==> config.mk <==
export PLATFORM = sky130hd
export DESIGN_NAME = clb_param
export DESIGN_NICKNAME = d
export VERILOG_FILES = /design/src/rtl/clb_param.sv
export SDC_FILE = /design/constraint.sdc
export NUM_CORES = 1
export LEC_CHECK = 0
export CAP_MARGIN = 5
export CORE_MARGIN = 5
export CORE_UTILIZATION = 60
export DETAILED_ROUTE_END_ITERATION = 8
export PLACE_DENSITY = 0.8
export SYNTH_ARGS = -nofsm -noshare
export SYNTH_HDL_FRONTEND = slang
export SYNTH_SLANG_ARGS = --single-unit
==> constraint.sdc <==
create_clock -name K -period 3.9 [get_ports K]
set_input_delay 0.975 -clock K [delete_from_list [all_inputs] [get_ports K]]
set_output_delay 0.975 -clock K [all_outputs]
set_load 0.05 [all_outputs]
==> src/rtl/clb_param.sv <==
// Configurable logic block: NUM_BLE LUT_K-input LUTs with crossbar inputs and optional output
// registers, configured at runtime through a serial shift chain guarded by a load/verify FSM.
module clb_param #(
  parameter int LUT_K   = 4,
  parameter int NUM_IN  = 8,
  parameter int NUM_BLE = 2
) (
  input  logic               K,
  input  logic               RST_N,
  input  logic [NUM_IN-1:0]  I,
  input  logic               CE,
  input  logic               CFG_EN,
  input  logic               CFG_DI,
  output logic               CFG_DO,
  output logic [NUM_BLE-1:0] O,
  output logic               DONE,
  output logic               CFG_ERR
);

  localparam int NSRC    = NUM_IN + NUM_BLE;
  localparam int SEL_W   = $clog2(NSRC);
  localparam int SRC_W   = 1 << SEL_W;
  localparam int MASK_W  = 1 << LUT_K;
  localparam int BLE_W   = MASK_W + LUT_K * SEL_W + 2;
  localparam int CFG_LEN = NUM_BLE * BLE_W;
  localparam int CNT_W   = $clog2(CFG_LEN + 2);
  localparam logic [CNT_W-1:0] LEN_C = CNT_W'(CFG_LEN);

  typedef enum logic [1:0] {
    S_UNCONF = 2'd0,
    S_LOAD   = 2'd1,
    S_ACTIVE = 2'd2
  } state_t;

  state_t             state, state_nx;
  logic [CNT_W-1:0]   cnt, cnt_nx;
  logic               err_nx;
  logic               q_init_ld;
  logic [CFG_LEN-1:0] cfg;
  logic [NUM_BLE-1:0] q;
  logic [NUM_BLE-1:0] f;
  logic [NUM_BLE-1:0] reg_mode;
  logic [NUM_BLE-1:0] qinit;
  logic [SRC_W-1:0]   src;

  // Crossbar source space: inputs, then register feedback, then constant-zero padding.
  always_comb begin
    src                   = '0;
    src[NUM_IN-1:0]       = I;
    src[NUM_IN +: NUM_BLE] = q;
  end

  for (genvar b = 0; b < NUM_BLE; b++) begin : g_ble
    localparam int BASE = b * BLE_W;
    logic [MASK_W-1:0] mask;
    logic [LUT_K-1:0]  addr;

    assign mask = cfg[BASE +: MASK_W];
    for (genvar j = 0; j < LUT_K; j++) begin : g_in
      assign addr[j] = src[cfg[BASE + MASK_W + j * SEL_W +: SEL_W]];
    end
    assign f[b]        = mask[addr];
    assign reg_mode[b] = cfg[BASE + BLE_W - 2];
    assign qinit[b]    = cfg[BASE + BLE_W - 1];
  end

  always_ff @(posedge K or negedge RST_N) begin
    if (!RST_N) begin
      state   <= S_UNCONF;
      cnt     <= '0;
      CFG_ERR <= 1'b0;
    end else begin
      state   <= state_nx;
      cnt     <= cnt_nx;
      CFG_ERR <= err_nx;
    end
  end

  always_comb begin
    state_nx  = state;
    cnt_nx    = cnt;
    err_nx    = CFG_ERR;
    q_init_ld = 1'b0;
    case (state)
      S_UNCONF, S_ACTIVE: begin
        if (CFG_EN) begin
          state_nx = S_LOAD;
          cnt_nx   = CNT_W'(1);
        end
      end
      S_LOAD: begin
        if (CFG_EN) begin
          // Saturate one past full length so overlong loads stay detectable.
          if (cnt <= LEN_C) cnt_nx = cnt + CNT_W'(1);
        end else if (cnt == LEN_C) begin
          state_nx  = S_ACTIVE;
          err_nx    = 1'b0;
          q_init_ld = 1'b1;
        end else begin
          state_nx = S_UNCONF;
          err_nx   = 1'b1;
        end
      end
      default: state_nx = S_UNCONF;
    endcase
  end

  always_ff @(posedge K or negedge RST_N) begin
    if (!RST_N) begin
      cfg <= '0;
      q   <= '0;
    end else begin
      if (CFG_EN) cfg <= {CFG_DI, cfg[CFG_LEN-1:1]};
      if (q_init_ld) begin
        q <= qinit;
      end else if (state == S_ACTIVE && !CFG_EN && CE) begin
        q <= f;
      end
    end
  end

  assign DONE   = (state == S_ACTIVE);
  assign CFG_DO = cfg[0];
  assign O      = DONE ? ((reg_mode & q) | (~reg_mode & f)) : '0;

endmodule
==> flow_summary_export.csv <==
group,metric,value,unit
timing,finalSetupViolCount,2,
worst_setup_path,cp.required,2.92,ns
logic_synthesis,yosys.area_share.simple,0.0893,
route,vias_per_cell,6.04,
logic_synthesis,synth_common_cells,"dfrtp_1, mux2_2, mux2i_1, nand2_1, o21ai_0",
clock_tree,cts_root_buffer,"clkbuf_8",
timing,min_period_over_period,1.01,
timing,slew-limit-headroom,0.341,
clock_tree,path_clk_slew,0.08,ns
worst_setup_path,worstPathCellList,"buf_8 -> mux4_2 -> a2bb2oi_1 -> a32o_2 -> mux2i_1 -> mux2i_1 -> mux2i_1 -> mux2_4 -> a21oi_4 -> buf_12",
global_routing,first_global_vias,3125,
timing,maxSlewViolCount,0,
logic_synthesis,syn-cell-area,0.00440,mm²
global_routing,grt_use_total,0.216,
place,dp_cells,499,
place,port_buffers,17,
clock_tree,cts_tree,"done",
global_routing,gr-total-overflow,0,
power_and_ir_drop,pwr_density_cell,630,mW/mm²
route,ant_nets,0,
worst_setup_path,cp-end-kind,"output port",
worst_setup_path,cp_num_buf_inv,2,
worst_setup_path,slowest_stage,"mux4_2",
cells_and_area,final_core_util,0.703,
worst_setup_path,worstRegToRegCells,9,
logic_synthesis,async_reset_ff_frac,1.00,
worst_setup_path,worstPathArrival,2.95,ns
min_path,hp-start,"cfg[41]$_DFFE_PN0P_",
worst_setup_path,critical_path_depth,10,
timing,whs,0.486,ns
worst_setup_path,r2r-end,"q[1]$_DFFE_PN0P_",
timing,rsz0062_at_grt,"true",
logic_synthesis,synthTopCellsByArea,"dfrtp_1, mux2_2, mux2i_1, mux4_2, o21ai_0",
logic_synthesis,synth-xor-area-share,0.00597,
global_routing,antenna_found_initial,0,
logic_synthesis,synth_edf_count,0,
floorplanning,die_y,95.6,µm
floorplanning,rows,31,
global_routing,grt_pass1_wl,15300,µm
worst_setup_path,max_stage_delay,0.48,ns
timing,max_clock_freq,0.255,GHz
clock_tree,clk_latency,0.35,ns
logic_synthesis,synth_top_area_frac,0.455,
min_path,worstHoldPathCells,2,
logic_synthesis,ys_ff_latch,80,
logic_synthesis,synthMuxAreaShare,0.292,
cells_and_area,nets,430,
min_path,hold_end,"cfg[40]$_DFFE_PN0P_",
timing,setup_slack,-0.0248,ns
logic_synthesis,ys_seq_area_frac,0.455,
logic_synthesis,ys_types,45,
place,place_congestion,0.863,
worst_setup_path,rrSetupSlack,1.43,ns
floorplanning,boundaryPins,18,
timing,fin_skew,0.00899,ns
clock_tree,cts.sinks,80,
logic_synthesis,syn_area_per_cell,11.5,µm²
logic_synthesis,netlist_instances,383,
route,wl_per_cell,17.1,µm
floorplanning,die_x,95.6,µm
worst_setup_path,r2r_start,"cfg[50]$_DFFE_PN0P_",
floorplanning,core,0.00721,mm²
worst_setup_path,crit_path_max_fanout,6,
cells_and_area,area_delta_synth_final,15.3,%
clock_tree,htree_num_levels,3,
route,drt_wl_total,8880,µm
run,drv_cap,0,
logic_synthesis,yosysMostFrequentCell,"dfrtp_1",
route,drt_pass1_iterations,4,
logic_synthesis,synth_compound_area_frac,0.112,
min_path,hold_path.class,"flip-flop to flip-flop",
run_status,violations,"setup timing",
clock_tree,cts_inserted_buffers,9,
cells_and_area,fin_area,0.00507,mm²
cells_and_area,final_cells,518,
global_routing,grt_max_degree,82,
logic_synthesis,synth_area_leader_cell,"dfrtp_1",
logic_synthesis,synthFlopType,"dfrtp_1",
floorplanning,initial_core_util,0.610,
cells_and_area,drive_above_1_share,0.339,
place,hpwl,5920,µm
place,placedInstanceArea,0.00477,mm²
logic_synthesis,ys_warn_count,0,
timing,min_period,3.92,ns
power_and_ir_drop,p_leak,2.23,nW
worst_setup_path,critPathKind,"input port to output port",
power_and_ir_drop,max-vdd-ir-drop,315,µV
route,drc,0,
cells_and_area,antennaDiodeCount,0,
worst_setup_path,crit_top_cell,"mux2i_1",
logic_synthesis,syn_nets,398,
logic_synthesis,synth_top_family_by_area,"multiplexers",
route,vias,3129,
logic_synthesis,yosys.area_share.adder,0.00569,
place,place_ws,-0.528,ns
timing,worst_slew_pin_slew,0.988,ns
timing,final_hold_viol_count,0,
worst_setup_path,critPathTopFamily,"multiplexers",
run_status,status,"finished with violations",
clock_tree,cts_buffer_depth,2,
floorplanning,dieArea,0.00915,mm²
worst_setup_path,critical_path.startpoint_type,"input port",
route,drt-initial-drc-count,144,
==> report_power, final <==
| part | switching (W) | internal [W] | total [W] |
|---|---|---|---|
| registers | 0.000268 | 0.00106 | 0.00133 |
| logic | 0.000514 | 0.000667 | 0.00118 |
| clock network | 0.000291 | 0.000391 | 0.000683 |
| total | 0.00107 | 0.00212 | 0.00319 |
==> flip-flops by register name, summed over array words and instances (netlist names) <==
register  cells
state         2
q             2
CFG_ERR       1
cfg          68
cnt           7
==> worst max path at each step <==
| stage | startpoint | slack, ns | end |
|---|---|---|---|
| 2_1_floorplan | I[7] | 0.09 | O[0] |
| 5_1_grt | I[7] | -0.10 | O[0] |
| 4_1_cts | I[7] | -0.03 | O[0] |
| 3_5_place_dp | I[7] | -0.53 | O[0] |
| 3_3_place_gp | I[7] | -0.46 | O[0] |
| 6_report | I[7] | -0.02 | O[1] |
==> cell usage in the layout, fill, tap and decap left out, types with 5 or more instances in the layout <==
master / count
dfrtp_1: 80
mux2_2: 65
mux2i_1: 33
nand2_1: 22
o21ai_0: 21
buf_4: 20
nor2_1: 17
inv_1: 14
nand3_1: 11
clkbuf_8: 11
buf_6: 9
mux4_2: 8
nand2b_1: 6
a21oi_1: 5
o2111ai_1: 5
a22oi_1: 5
clkdlybuf4s50_1: 5
==> cell type report <==
class,instances,area (µm²)
repair buffers,42,382
multi-input cells,268,2290
clock inverters,3,65.1
well taps,99,124
fillers,507,2140
clock buffers,12,155
flip-flops and latches,80,2000
inverters,14,52.6
==> repair_timing <==
| item | CTS | global route |
|---|---|---|
| resized for setup | 53 | 3 |
| pin swaps | 8 | 0 |
| setup buffers | 4 | 0 |
| endpoints found under the setup margin | 2 | 2 |
| hold buffers | 0 | 0 |
| hold endpoints to repair | 0 | 0 |
==> worst register-to-register path, delay by kind of cell, from the launching register on <==
kind	cells	cell delay [ns]
flip-flops	1	0.50
multiplexers	5	1.22
AO/OA/AOI/OAI	3	0.55
buffers and inverters	1	0.14
==> metrics by stage <==
| step | power [W] | TNS [ns] |
|---|---|---|
| 2_1_floorplan | 0.00218 | 0 |
| 3_3_place_gp | 0.00236 | -0.896 |
| 3_5_place_dp | 0.00243 | -1.04 |
| 4_1_cts | 0.00320 | -0.0470 |
| 5_1_grt | 0.00340 | -0.202 |
| 6_report | 0.00319 | -0.0446 |
==> metal layers <==
| layer | GRT usage | vias up | routed length, µm |
|---|---|---|---|
| li1 | - | 1495 | - |
| met1 | 0.295 | 1558 | 4090 |
| met2 | 0.351 | 67 | 4340 |
| met3 | 0.0410 | 9 | 354 |
| met4 | 0.0604 | 0 | 95 |
| met5 | 0 | - | 0 |
==> logic make-up (layout without fill, tap and decap cells) <==
family | count (synthesis) | in the layout
and+or+nand+nor | 80 | 80
AOI/OAI and AO/OA | 73 | 73
xor gates and xnor gates | 3 | 3
muxes | 110 | 110
buffers and inverters | 35 | 71
DFF | 80 | 80
adders and majority gates | 2 | 2
No activity file was read; power rests on OpenSTA's default activity.
